[src/rtl/trace_encoder.sv]
// trace_encoder: samples an 8-bit probe bundle, timestamps each value change as a
// cycle delta, queues events in a FIFO, and serializes every event as a 4-byte
// packet {header, value, delta_hi, delta_lo} to a UART transmitter.
module trace_encoder #(
  parameter int unsigned DEPTH_LOG2 = 4,
  parameter logic [7:0]  HDR_OK     = 8'hA5,
  parameter logic [7:0]  HDR_LOST   = 8'hA6
) (
  input  logic                  clk,
  input  logic                  reset,
  input  logic                  enable,
  input  logic [7:0]            wires,
  output logic                  tx_start,
  output logic [7:0]            tx_data,
  input  logic                  tx_busy,
  output logic                  overflow,
  output logic [DEPTH_LOG2:0]   fifo_level
);

  localparam int unsigned         Depth      = 2 ** DEPTH_LOG2;
  localparam logic [DEPTH_LOG2:0] DepthLevel = (DEPTH_LOG2 + 1)'(Depth);
  localparam logic [DEPTH_LOG2:0] LevelOne   = (DEPTH_LOG2 + 1)'(1);

  typedef enum logic [1:0] {StIdle, StIssue, StGap} state_e;

  // Capture path
  logic [7:0]  s1_q, s2_q, prev_q;
  logic [15:0] timer_q, timer_d;
  logic        change, push;
  logic [23:0] push_data;

  // Event FIFO
  logic [23:0]           mem_q [Depth];
  logic [DEPTH_LOG2-1:0] wr_ptr_q, rd_ptr_q;
  logic [DEPTH_LOG2:0]   level_q, level_d;
  logic                  full, empty, pop, accept, drop;
  logic                  overflow_q, lost_q, lost_d;

  // Serializer
  state_e      state_q, state_d;
  logic [1:0]  idx_q, idx_d;
  logic [23:0] rec_q, rec_d;
  logic        issue, tx_start_q;
  logic [7:0]  tx_data_q, tx_data_d, cur_byte;

  // Two-flop synchronizer plus previous-value register for change detection
  always_ff @(posedge clk) begin
    if (reset) begin
      s1_q   <= '0;
      s2_q   <= '0;
      prev_q <= '0;
    end else begin
      s1_q   <= wires;
      s2_q   <= s1_q;
      prev_q <= s2_q;
    end
  end

  // Event generation: value change or timer saturation (keepalive)
  always_comb begin
    change  = (s2_q != prev_q);
    push    = 1'b0;
    timer_d = timer_q + 16'd1;
    if (!enable) begin
      timer_d = '0;
    end else if (change || (timer_q == 16'hFFFF)) begin
      push    = 1'b1;
      timer_d = 16'd1;
    end
  end

  assign push_data = {s2_q, timer_q};

  // Delta timer
  always_ff @(posedge clk) begin
    if (reset) begin
      timer_q <= '0;
    end else begin
      timer_q <= timer_d;
    end
  end

  assign full   = (level_q == DepthLevel);
  assign empty  = (level_q == '0);
  // A pop frees a slot in the same cycle, so a push into a full FIFO is kept then
  assign accept = push & (~full | pop);
  assign drop   = push & full & ~pop;

  // Occupancy and lost-event tracking; a drop wins over the header clear
  always_comb begin
    level_d = level_q;
    case ({accept, pop})
      2'b10:   level_d = level_q + LevelOne;
      2'b01:   level_d = level_q - LevelOne;
      default: level_d = level_q;
    endcase
    lost_d = lost_q;
    if (issue && (idx_q == 2'd0) && lost_q) begin
      lost_d = 1'b0;
    end
    if (drop) begin
      lost_d = 1'b1;
    end
  end

  // FIFO storage; contents need no reset since level gates every read
  always_ff @(posedge clk) begin
    if (accept) begin
      mem_q[wr_ptr_q] <= push_data;
    end
  end

  // FIFO pointers, level and sticky flags
  always_ff @(posedge clk) begin
    if (reset) begin
      wr_ptr_q   <= '0;
      rd_ptr_q   <= '0;
      level_q    <= '0;
      overflow_q <= 1'b0;
      lost_q     <= 1'b0;
    end else begin
      if (accept) begin
        wr_ptr_q <= wr_ptr_q + 1'b1;
      end
      if (pop) begin
        rd_ptr_q <= rd_ptr_q + 1'b1;
      end
      level_q    <= level_d;
      overflow_q <= overflow_q | drop;
      lost_q     <= lost_d;
    end
  end

  // Serializer state register and datapath registers
  always_ff @(posedge clk) begin
    if (reset) begin
      state_q    <= StIdle;
      idx_q      <= '0;
      rec_q      <= '0;
      tx_start_q <= 1'b0;
      tx_data_q  <= '0;
    end else begin
      state_q    <= state_d;
      idx_q      <= idx_d;
      rec_q      <= rec_d;
      tx_start_q <= issue;
      tx_data_q  <= tx_data_d;
    end
  end

  // Serializer next-state logic
  always_comb begin
    state_d = state_q;
    unique case (state_q)
      StIdle:  if (!empty) state_d = StIssue;
      StIssue: if (!tx_busy) state_d = StGap;
      // Busy is ignored here: the transmitter raises it one cycle after start
      StGap:   state_d = (idx_q == 2'd3) ? StIdle : StIssue;
      default: state_d = StIdle;
    endcase
  end

  // Serializer outputs: pop/latch, byte issue and index advance
  always_comb begin
    pop       = 1'b0;
    issue     = 1'b0;
    idx_d     = idx_q;
    rec_d     = rec_q;
    tx_data_d = tx_data_q;
    unique case (idx_q)
      2'd0:    cur_byte = lost_q ? HDR_LOST : HDR_OK;
      2'd1:    cur_byte = rec_q[23:16];
      2'd2:    cur_byte = rec_q[15:8];
      default: cur_byte = rec_q[7:0];
    endcase
    unique case (state_q)
      StIdle: begin
        if (!empty) begin
          pop   = 1'b1;
          rec_d = mem_q[rd_ptr_q];
          idx_d = 2'd0;
        end
      end
      StIssue: begin
        if (!tx_busy) begin
          issue     = 1'b1;
          tx_data_d = cur_byte;
        end
      end
      StGap: begin
        if (idx_q != 2'd3) begin
          idx_d = idx_q + 2'd1;
        end
      end
      default: ;
    endcase
  end

  assign tx_start   = tx_start_q;
  assign tx_data    = tx_data_q;
  assign overflow   = overflow_q;
  assign fifo_level = level_q;

endmodule

[config.mk]
export PLATFORM = sky130hd
export DESIGN_NAME = trace_encoder
export DESIGN_NICKNAME = d
export VERILOG_FILES = /design/src/rtl/trace_encoder.sv
export SDC_FILE = /design/constraint.sdc
export NUM_CORES = 1
export LEC_CHECK = 0
export BUFFER_PORTS_ARGS = -buffer_cell sky130_fd_sc_hd__buf_2
export CORE_MARGIN = 1.5
export CORE_UTILIZATION = 35
export DETAILED_ROUTE_END_ITERATION = 8
export GPL_TIMING_DRIVEN = 0
export PLACE_DENSITY_LB_ADDON = 0.08
export SLEW_MARGIN = 20
export SYNTH_ARGS = -nofsm -noshare
export SYNTH_HDL_FRONTEND = slang
export SYNTH_SLANG_ARGS = --single-unit
[constraint.sdc]
create_clock -name clk -period 12 [get_ports clk]
set_input_delay 1.2 -clock clk [delete_from_list [all_inputs] [get_ports clk]]
set_output_delay 1.2 -clock clk [all_outputs]
set_load 0.1 [all_outputs]
# [Yosys cells after proc, flatten, opt, wreduce, memory -nomap -nowiden]
# Memory sizes are Yosys's and may differ from the RTL's. A register that Yosys moved wholly into a read port is not among the register bits.
# Index checks and enable logic that the tools add are counted.
[totals] regBits=68 latchBits=0 ram_bits=384 mem_bits_ro=0 output_inout_bits=15 word_cells=81 mem_count=1
[classes] n_addsub=6 multipliers=0 div=0 order_cmp=0 n_eq_ne=14 shift=0 mux=21 bitwise=10 reduce_logical=15
[mem_list] name="mem_q" depth=16 width=24 rd=1 rd_clocked_by_memory_dff=1 write_ports=1 line="33" source="logic [23:0] mem_q [Depth];"
[op_table] cell="$pmux W8 S3" n=1
[op_table] cell="$add A16 B1 Y16 const B" n=1
[op_table] cell="$eq A16 B16 Y1 const B" n=1
[op_table] cell="$mux W1" n=12
[op_table] cell="$mux W2" n=5
[op_table] cell="$pmux W5 S2" n=1
[op_table] cell="$add A4 B1 Y4 const B" n=2
[op_table] cell="$eq A2 B2 Y1 const B" n=4
[op_table] cell="$ne A2 B2 Y1 const B" n=4
[op_table] cell="$ne A8 B8 Y1" n=1
[op_table] cell="$eq A2 B1 Y1 const B" n=3
[op_table] cell="$pmux W2 S3" n=1
[op_table] cell="$reduce_and A2 Y1" n=3
[op_table] cell="$reduce_bool A2 Y1" n=3
[op_table] cell="$add A5 B1 Y5 const B" n=1
[op_table] cell="$eq A5 B5 Y1 const B" n=1
[op_table] cell="$logic_not A5 Y1" n=1
[op_table] cell="$not A1 Y1" n=5
[op_table] cell="$sub A5 B1 Y5 const B" n=1
[op_table] cell="$logic_not A2 Y1" n=2
[op_table] cell="$pmux W2 S2" n=1
[op_table] cell="$and A1 B1 Y1" n=3
[op_table] cell="$reduce_and A3 Y1" n=1
[op_table] cell="$reduce_or A3 Y1" n=1
[op_table] cell="other kinds (5)" n=7

# [Logic depth before layout (Yosys ltp)]
# Gate-level depths: netlist of run 1.
[depth] word_depth=7 depth_mapped=13

# [Least setup slack after synthesis of run 1]
# No wires, ideal clock.
[synth_path] path_type="register to register" from="register timer_q[0]" to="memory mem_q[0][0], enable pin" arrival_time_ns=3.657 slack_ns=7.908 path_stages_with_launch=8 path_buffers=0 period_less_slack_ns=4.092 path_cell_list="dfxtp_1 > ha_1 > nand3_1 > nor4_4 > inv_2 > a211oi_4 > nand2_1 > nor3_1"
[synth_between] elab_chain_cells=7
[synth_rtl] item="start: declaration" line="28" source="logic [15:0] timer_q, timer_d;"
[synth_rtl] item="start signal: assignment" line="79" source="timer_q <= timer_d;"
[synth_rtl] item="$eq A16 B16 Y1" line="66" source="end else if (change || (timer_q == 16'hFFFF)) begin"
[synth_rtl] item="$logic_or A1 B1 Y1" line="66"
[synth_rtl] item="$mux W1" line="66"
[synth_rtl] item="$mux W1" line="64" source="if (!enable) begin"
[synth_rtl] item="$and A1 B1 Y1" line="86" source="assign accept = push & (~full | pop);"
[synth_rtl] item="$mux W1" line="108" source="if (accept) begin"
[synth_rtl] item="$mux W1 (not written as such)" line="109" source="mem_q[wr_ptr_q] <= push_data;"
[synth_rtl] item="end: declaration" line="33"
# Every way passes these cells.

# [Worst setup path after layout of run 1]
[layout_path] from="register timer_q[0]" to="memory mem_q[2][22], enable pin"
# The elaborated chain is that of the path after synthesis.

==> results of run 1 <==
==> critical path: stages (launching register included) <==
cell and delay [ns]:
dfxtp_1 0.95, ha_1 0.45, nand3_1 0.18, nor4_4 0.59, inv_2 0.11, a211oi_4 0.46
nand2_1 0.32, nor3_2 0.57, buf_4 0.31, buf_6 0.17
==> synthesized netlist by cell type (all sizes together), types with 3 or more instances <==
library cell / number
a21oi: 49
nand4: 8
mux2i: 4
xnor2: 16
or4: 3
o21ai: 11
mux4: 120
nor2: 66
nand3: 10
nor2b: 25
nor3: 5
a22oi: 5
edfxtp: 384
dfxtp: 92
inv: 16
buf: 23
or3: 5
clkbuf: 29
and2: 3
nand2: 66
ha: 12
xor2: 14
==> final timing paths <==
check / startpoint / to / cells past startpoint
setup / recovery: timer_q[0] / mem_q[2][22] / 9
hold / removal: s1_q[6] / s2_q[6] / 1
setup reg to reg: timer_q[0] / mem_q[2][22] / 9
hold reg to reg: s1_q[6] / s2_q[6] / 1
==> registers in the layout (all words and copies together) (netlist names) <==
signal      count
fifo_level      5
idx_q           2
lost_q          1
mem_q         384
overflow        1
prev_q          8
rd_ptr_q        4
rec_q          24
s1_q            8
s2_q            8
state_q         2
timer_q        16
tx_data         8
tx_start        1
wr_ptr_q        4
==> kinds of logic (layout without fill, tap and decap cells) <==
kind of cell	Yosys count	count (layout)	share of synthesized area
buf+inv	68	220	0.01634
xor+xnor	30	30	0.01442
fa+ha+maj	12	12	0.008239
simple gates	201	201	0.05197
flops	476	476	0.7338
compound gates	75	75	0.02410
mux	125	125	0.1511
==> metrics by stage <==
stage	cell area, sq um	worst slack (ns)	instances	power [mW]
CTS	21790	7.494	1819	4.613
detailed placement	19970	7.494	1726	2.903
global route	21790	7.225	1819	4.729
floorplan	18220	7.908	987	2.586
finish	21790	7.562	1819	4.543
global placement	19200	4.498	1692	2.892
==> power groups by stage <==
stage	Clock, mW	Combinational [mW]	Sequential, mW
2_1_floorplan	0	0.599	1.99
3_3_place_gp	0	0.945	1.95
3_5_place_dp	0	0.959	1.94
4_1_cts	1.74	0.962	1.91
5_1_grt	1.80	1.02	1.92
6_report	1.69	0.941	1.91
==> per-layer routing <==
layer	vias up	global-route usage	share of wire
li1	4119	-	-
met1	4878	0.2505	0.46
met2	183	0.2845	0.47
met3	62	0.02977	0.041
met4	0	0.05004	0.023
met5	-	0	0
==> area by class of cell <==
class / instances / area (sq um) / area share
clock inverters: 39 / 473.0 / 0.02170
repair buffers: 59 / 782.0 / 0.03589
clock buffers: 54 / 1351 / 0.06201
inverters: 16 / 60.06 / 0.002756
flip-flops and latches: 476 / 13370 / 0.6137
plain buffers: 52 / 237.7 / 0.01091
well taps: 680 / 850.8 / 0.03904
multi-input cells: 443 / 4663 / 0.2140
==> results.json, run 1 <==
{
  "status": "finished, final reports clean",
  "die_h_microns": 231.2,
  "reg2reg_slack_ns": 7.56,
  "synth_edf_count": 384,
  "yosysSeqAreaShare": 0.7338,
  "switchingPower_mw": 1.268,
  "syn-num-nets": 1011,
  "insertion_delay_ns": 0.59,
  "track_usage": 0.1777,
  "rsz0062_at_grt": "no",
  "p_comb_frac": 0.207,
  "leakagePower_nw": 7.242,
  "setup_tns_ns": 0,
  "synth_area_leaders": "edfxtp_1, mux4_2, dfxtp_1",
  "fmax_ghz": 0.2253,
  "drtIter0Drc": 672,
  "critPathKind": "flip-flop to flip-flop",
  "final_cell_mix": "edfxtp_1, mux4_2, dfxtp_1",
  "syn_inst": 987,
  "power.density_nw_per_um2": 208.5,
  "post_drt_wl_per_cell_microns": 25.36,
  "hold_viol_final": 0,
  "ir_worst_vdd_uv": 101.3,
  "ys_warn_count": 0,
  "gp_congestion": 0.7825,
  "synth_cell_types": 46,
  "rows": 83,
  "swShare": 0.2790,
  "final-max-slew-violation-count": 0,
  "cts_sinks": 476,
  "final_common_cell": "edfxtp_1",
  "arrival_ns": 4.73,
  "finalCritPeriodShare": 0.3699,
  "p_int_mw": 3.276,
  "synth_area_sq_um": 18220,
  "synthArstFlopShare": 0,
  "drc_errors": 0,
  "avgSynthCellArea_sq_um": 18.46,
  "grt_pass1_vias": 9553,
  "cts_tree": "yes",
  "cp-end-kind": "flip-flop",
  "start_kind": "flip-flop",
  "root_buffer": "clkbuf_16",
  "via_count": 9242,
  "drt_wl_total_mm": 46.13,
  "synth_area_leader_cell": "edfxtp_1",
  "antenna_left": 0,
  "setup_viol": 0,
  "first_pass_iters": 5,
  "layout-drive-gt1-share": 0.2722,
  "slew_headroom": 0.3362,
  "layout_min_cycle_time_ns": 4.438,
  "design.core.area_sq_um": 51410,
  "grt_max_degree": 23,
  "worst_pin_slew_ns": 0.9958,
  "fin_skew_ns": 0.02261,
  "ys_seq_elements": 476,
  "post_cts_buffers": 0,
  "utilization": 0.4239,
  "path_clk_slew_ns": 0.06,
  "overflow": 0,
  "htreeDepth": 2,
  "ioPinCount": 27,
  "synth_top_area_frac": 0.6327,
  "place_hpwl_mm": 30.75,
  "pwr-share-clk": 0.373,
  "antenna_cells": 0,
  "fillers": 4545,
  "cts_made_buffers": 50,
  "whs_ns": 0.4348,
  "maxCapViolations": 0,
  "cts_max_path_buffers": 3,
  "die_area_sq_um": 53450,
  "crit_fanout": 22,
  "grt_first_pass_wirelength_mm": 67.65,
  "ctsHoldBuffers": 0,
  "portBuffers": 25,
  "die_x_microns": 231.2,
  "syn_to_final_growth_pct": 19.57,
  "seqPwrFrac": 0.420,
  "layout.nets": 1122,
  "antenna_found_initial": 0,
  "cp.required_ns": 12.29,
  "avgViaCountPerCell": 5.081,
  "hold_path.class": "flip-flop to flip-flop",
  "ys.flop_type": "edfxtp_1",
  "ctsResizeCount": 0,
  "start_util": 0.3545
}
(Power assumes the default switching activity.)
==> inputs of run 2 (changes only) <==
==> constraint.sdc (replaced) <==
create_clock -name clk -period 3.8 [get_ports clk]
set_input_delay 0.38 -clock clk [delete_from_list [all_inputs] [get_ports clk]]
set_output_delay 0.38 -clock clk [all_outputs]
set_load 0.1 [all_outputs]
==> run 2 against run 1 <==
Effect of this change: clock skew fell by 0.0036 ns; critical path depth grew 1; combinational power rose to 3.2 times the previous value; hold slack got worse by 0.40 ns.
==> results.json, run 2 (same netlist as run 1, synthesis figures left out) <==
{
  "status": "finished, final reports clean",
  "cp.depth": 10,
  "pwr-share-clk": 0.353,
  "rows": 83,
  "setup_viol": 0,
  "syn_to_final_growth_pct": 20.43,
  "place_hpwl_mm": 30.19,
  "r2r_start": "timer_q[1]",
  "portBuffers": 25,
  "grt_first_pass_wirelength_mm": 68.19,
  "largest_reg_flops": 384,
  "path_buf_inv": 4,
  "rsz0062_at_grt": "no",
  "finalCritPeriodShare": 0.9115,
  "cp_top_family": "simple AND/OR/NAND/NOR gates",
  "cts_tree": "yes",
  "post_drt_wl_per_cell_microns": 25.42,
  "top_regs": "mem_q x384, rec_q x24, timer_q x16",
  "rr_endpoint": "mem_q[0][5]",
  "path_clk_slew_ns": 0.06,
  "antenna_found_initial": 0,
  "critPathSlowestCell": "dfxtp_2",
  "drt_wl_total_mm": 46.80,
  "hold_path.class": "primary input to flip-flop",
  "power_mw": 13.96,
  "crit_chain": "ha_1 -> nand3_1 -> nor4_4 -> buf_4 -> inv_2 -> a211oi_4 -> nand2_1 -> nor3_4 -> buf_4 -> buf_8",
  "cp-endpoint": "mem_q[0][5]",
  "worst_pin_slew_ns": 1.029,
  "arrival_ns": 3.74,
  "die_x_microns": 231.2,
  "avgViaCountPerCell": 5.137,
  "crit_fanout": 21,
  "drc_errors": 0,
  "layout-drive-gt1-share": 0.2696,
  "p_int_mw": 10.02,
  "die_h_microns": 231.2,
  "overflow": 0,
  "cts_max_path_buffers": 3,
  "final-max-slew-violation-count": 0,
  "root_buffer": "clkbuf_16",
  "antenna_cells": 0,
  "critPathMostFrequentCell": "buf_4",
  "p_comb_frac": 0.215,
  "cts_sinks": 476,
  "antenna_left": 0,
  "first_pass_iters": 5,
  "layout.nets": 1143,
  "final_common_cell": "edfxtp_1",
  "seqPwrFrac": 0.432,
  "crit_start": "timer_q[1]",
  "utilization": 0.4269,
  "reg2reg_depth": 10,
  "critPathKind": "flip-flop to flip-flop",
  "ir_worst_vdd_uv": 363.3,
  "slew_headroom": 0.3140,
  "fin_skew_ns": 0.01902,
  "hold_viol_final": 0,
  "switchingPower_mw": 3.945,
  "cp.required_ns": 4.08,
  "die_area_sq_um": 53450,
  "cts_made_buffers": 52,
  "grt_max_degree": 23,
  "start_kind": "flip-flop",
  "crit_path_max_incr_delay_ns": 0.60,
  "top_register": "mem_q",
  "layout_min_cycle_time_ns": 3.464,
  "htreeDepth": 2,
  "insertion_delay_ns": 0.59,
  "reg2reg_slack_ns": 0.34,
  "via_count": 9458,
  "setup_tns_ns": 0,
  "leakagePower_nw": 7.273,
  "ioPinCount": 27,
  "design.core.area_sq_um": 51410,
  "track_usage": 0.1804,
  "maxCapViolations": 0,
  "drtIter0Drc": 717,
  "final_cell_mix": "edfxtp_1, mux4_2, dfxtp_1",
  "setup_ws_ns": 0.3365,
  "swShare": 0.2826,
  "place_ws_ns": -0.5766,
  "gp_congestion": 0.7989,
  "start_util": 0.3545,
  "power.density_nw_per_um2": 636.1,
  "cp-end-kind": "flip-flop",
  "grt_pass1_vias": 9561,
  "fmax_ghz": 0.2887
}
run 2: timing repair:
action / CTS / global route
hold buffers: 7 / 0
setup endpoints to repair: 385 / 55
setup buffers: 18 / 6
resized for setup: 3 / 1
pin swaps: 11 / 4
endpoints found under the hold margin: 7 / 0
run 2: metrics by stage:
| step | instance area (sq um) | hold WS, ns | cells |
|---|---|---|---|
| final | 21950 | 0.03206 | 1841 |
| after global routing | 21950 | 0.04238 | 1841 |
| after CTS | 21870 | 0.002436 | 1835 |
| after detailed placement | 19850 | 0.4256 | 1714 |
| after global placement | 19220 | 0.4194 | 1692 |
| after floorplan | 18240 | 0.4138 | 987 |
run 2: worst register-to-register path, cell delays in order, from the launching register on:
cell      delay [ns]
dfxtp_2         0.60
ha_1            0.39
nand3_1         0.18
nor4_4          0.30
buf_4           0.20
inv_2           0.06
a211oi_4        0.41
nand2_1         0.36
nor3_4          0.29
buf_4           0.19
buf_8           0.17
run 2: worst min path at each step:
| stage | startpoint | endpoint | cells past startpoint |
|---|---|---|---|
| after global placement | s1_q[5] | s2_q[5] | 1 |
| after CTS | wires[6] | s1_q[6] | 2 |
| final | wires[6] | s1_q[6] | 2 |
| after floorplan | s1_q[0] | s2_q[0] | 1 |
| after global routing | wires[6] | s1_q[6] | 2 |
| after detailed placement | s1_q[5] | s2_q[5] | 1 |
run 2: final cells by class:
type	instances	area, sq um
inverters	16	60.06
clock buffers	69	1458
well taps	680	850.8
multi-input cells	443	4688
fillers	4557	29460
clock inverters	27	219.0
flip-flops and latches	476	13380
plain buffers	52	237.7
repair buffers	78	1054
run 2: routing by layer:
layer	share of wire	global-route usage	wire, microns	vias to the layer above
met4	0.022	0.04820	1047	0
met2	0.46	0.2768	21370	217
met3	0.047	0.03494	2190	61
li1	-	-	-	4153
met1	0.47	0.2626	22190	5027
met5	0	0	0	-
run 2: power by group through the flow:
stage	clock network (mW)	registers (mW)	logic, mW
6_report	4.93	6.03	3.00
5_1_grt	5.26	6.06	3.22
4_1_cts	5.05	6.03	3.07
3_5_place_dp	0	6.14	3.03
3_3_place_gp	0	6.15	2.97
2_1_floorplan	0	6.27	1.89
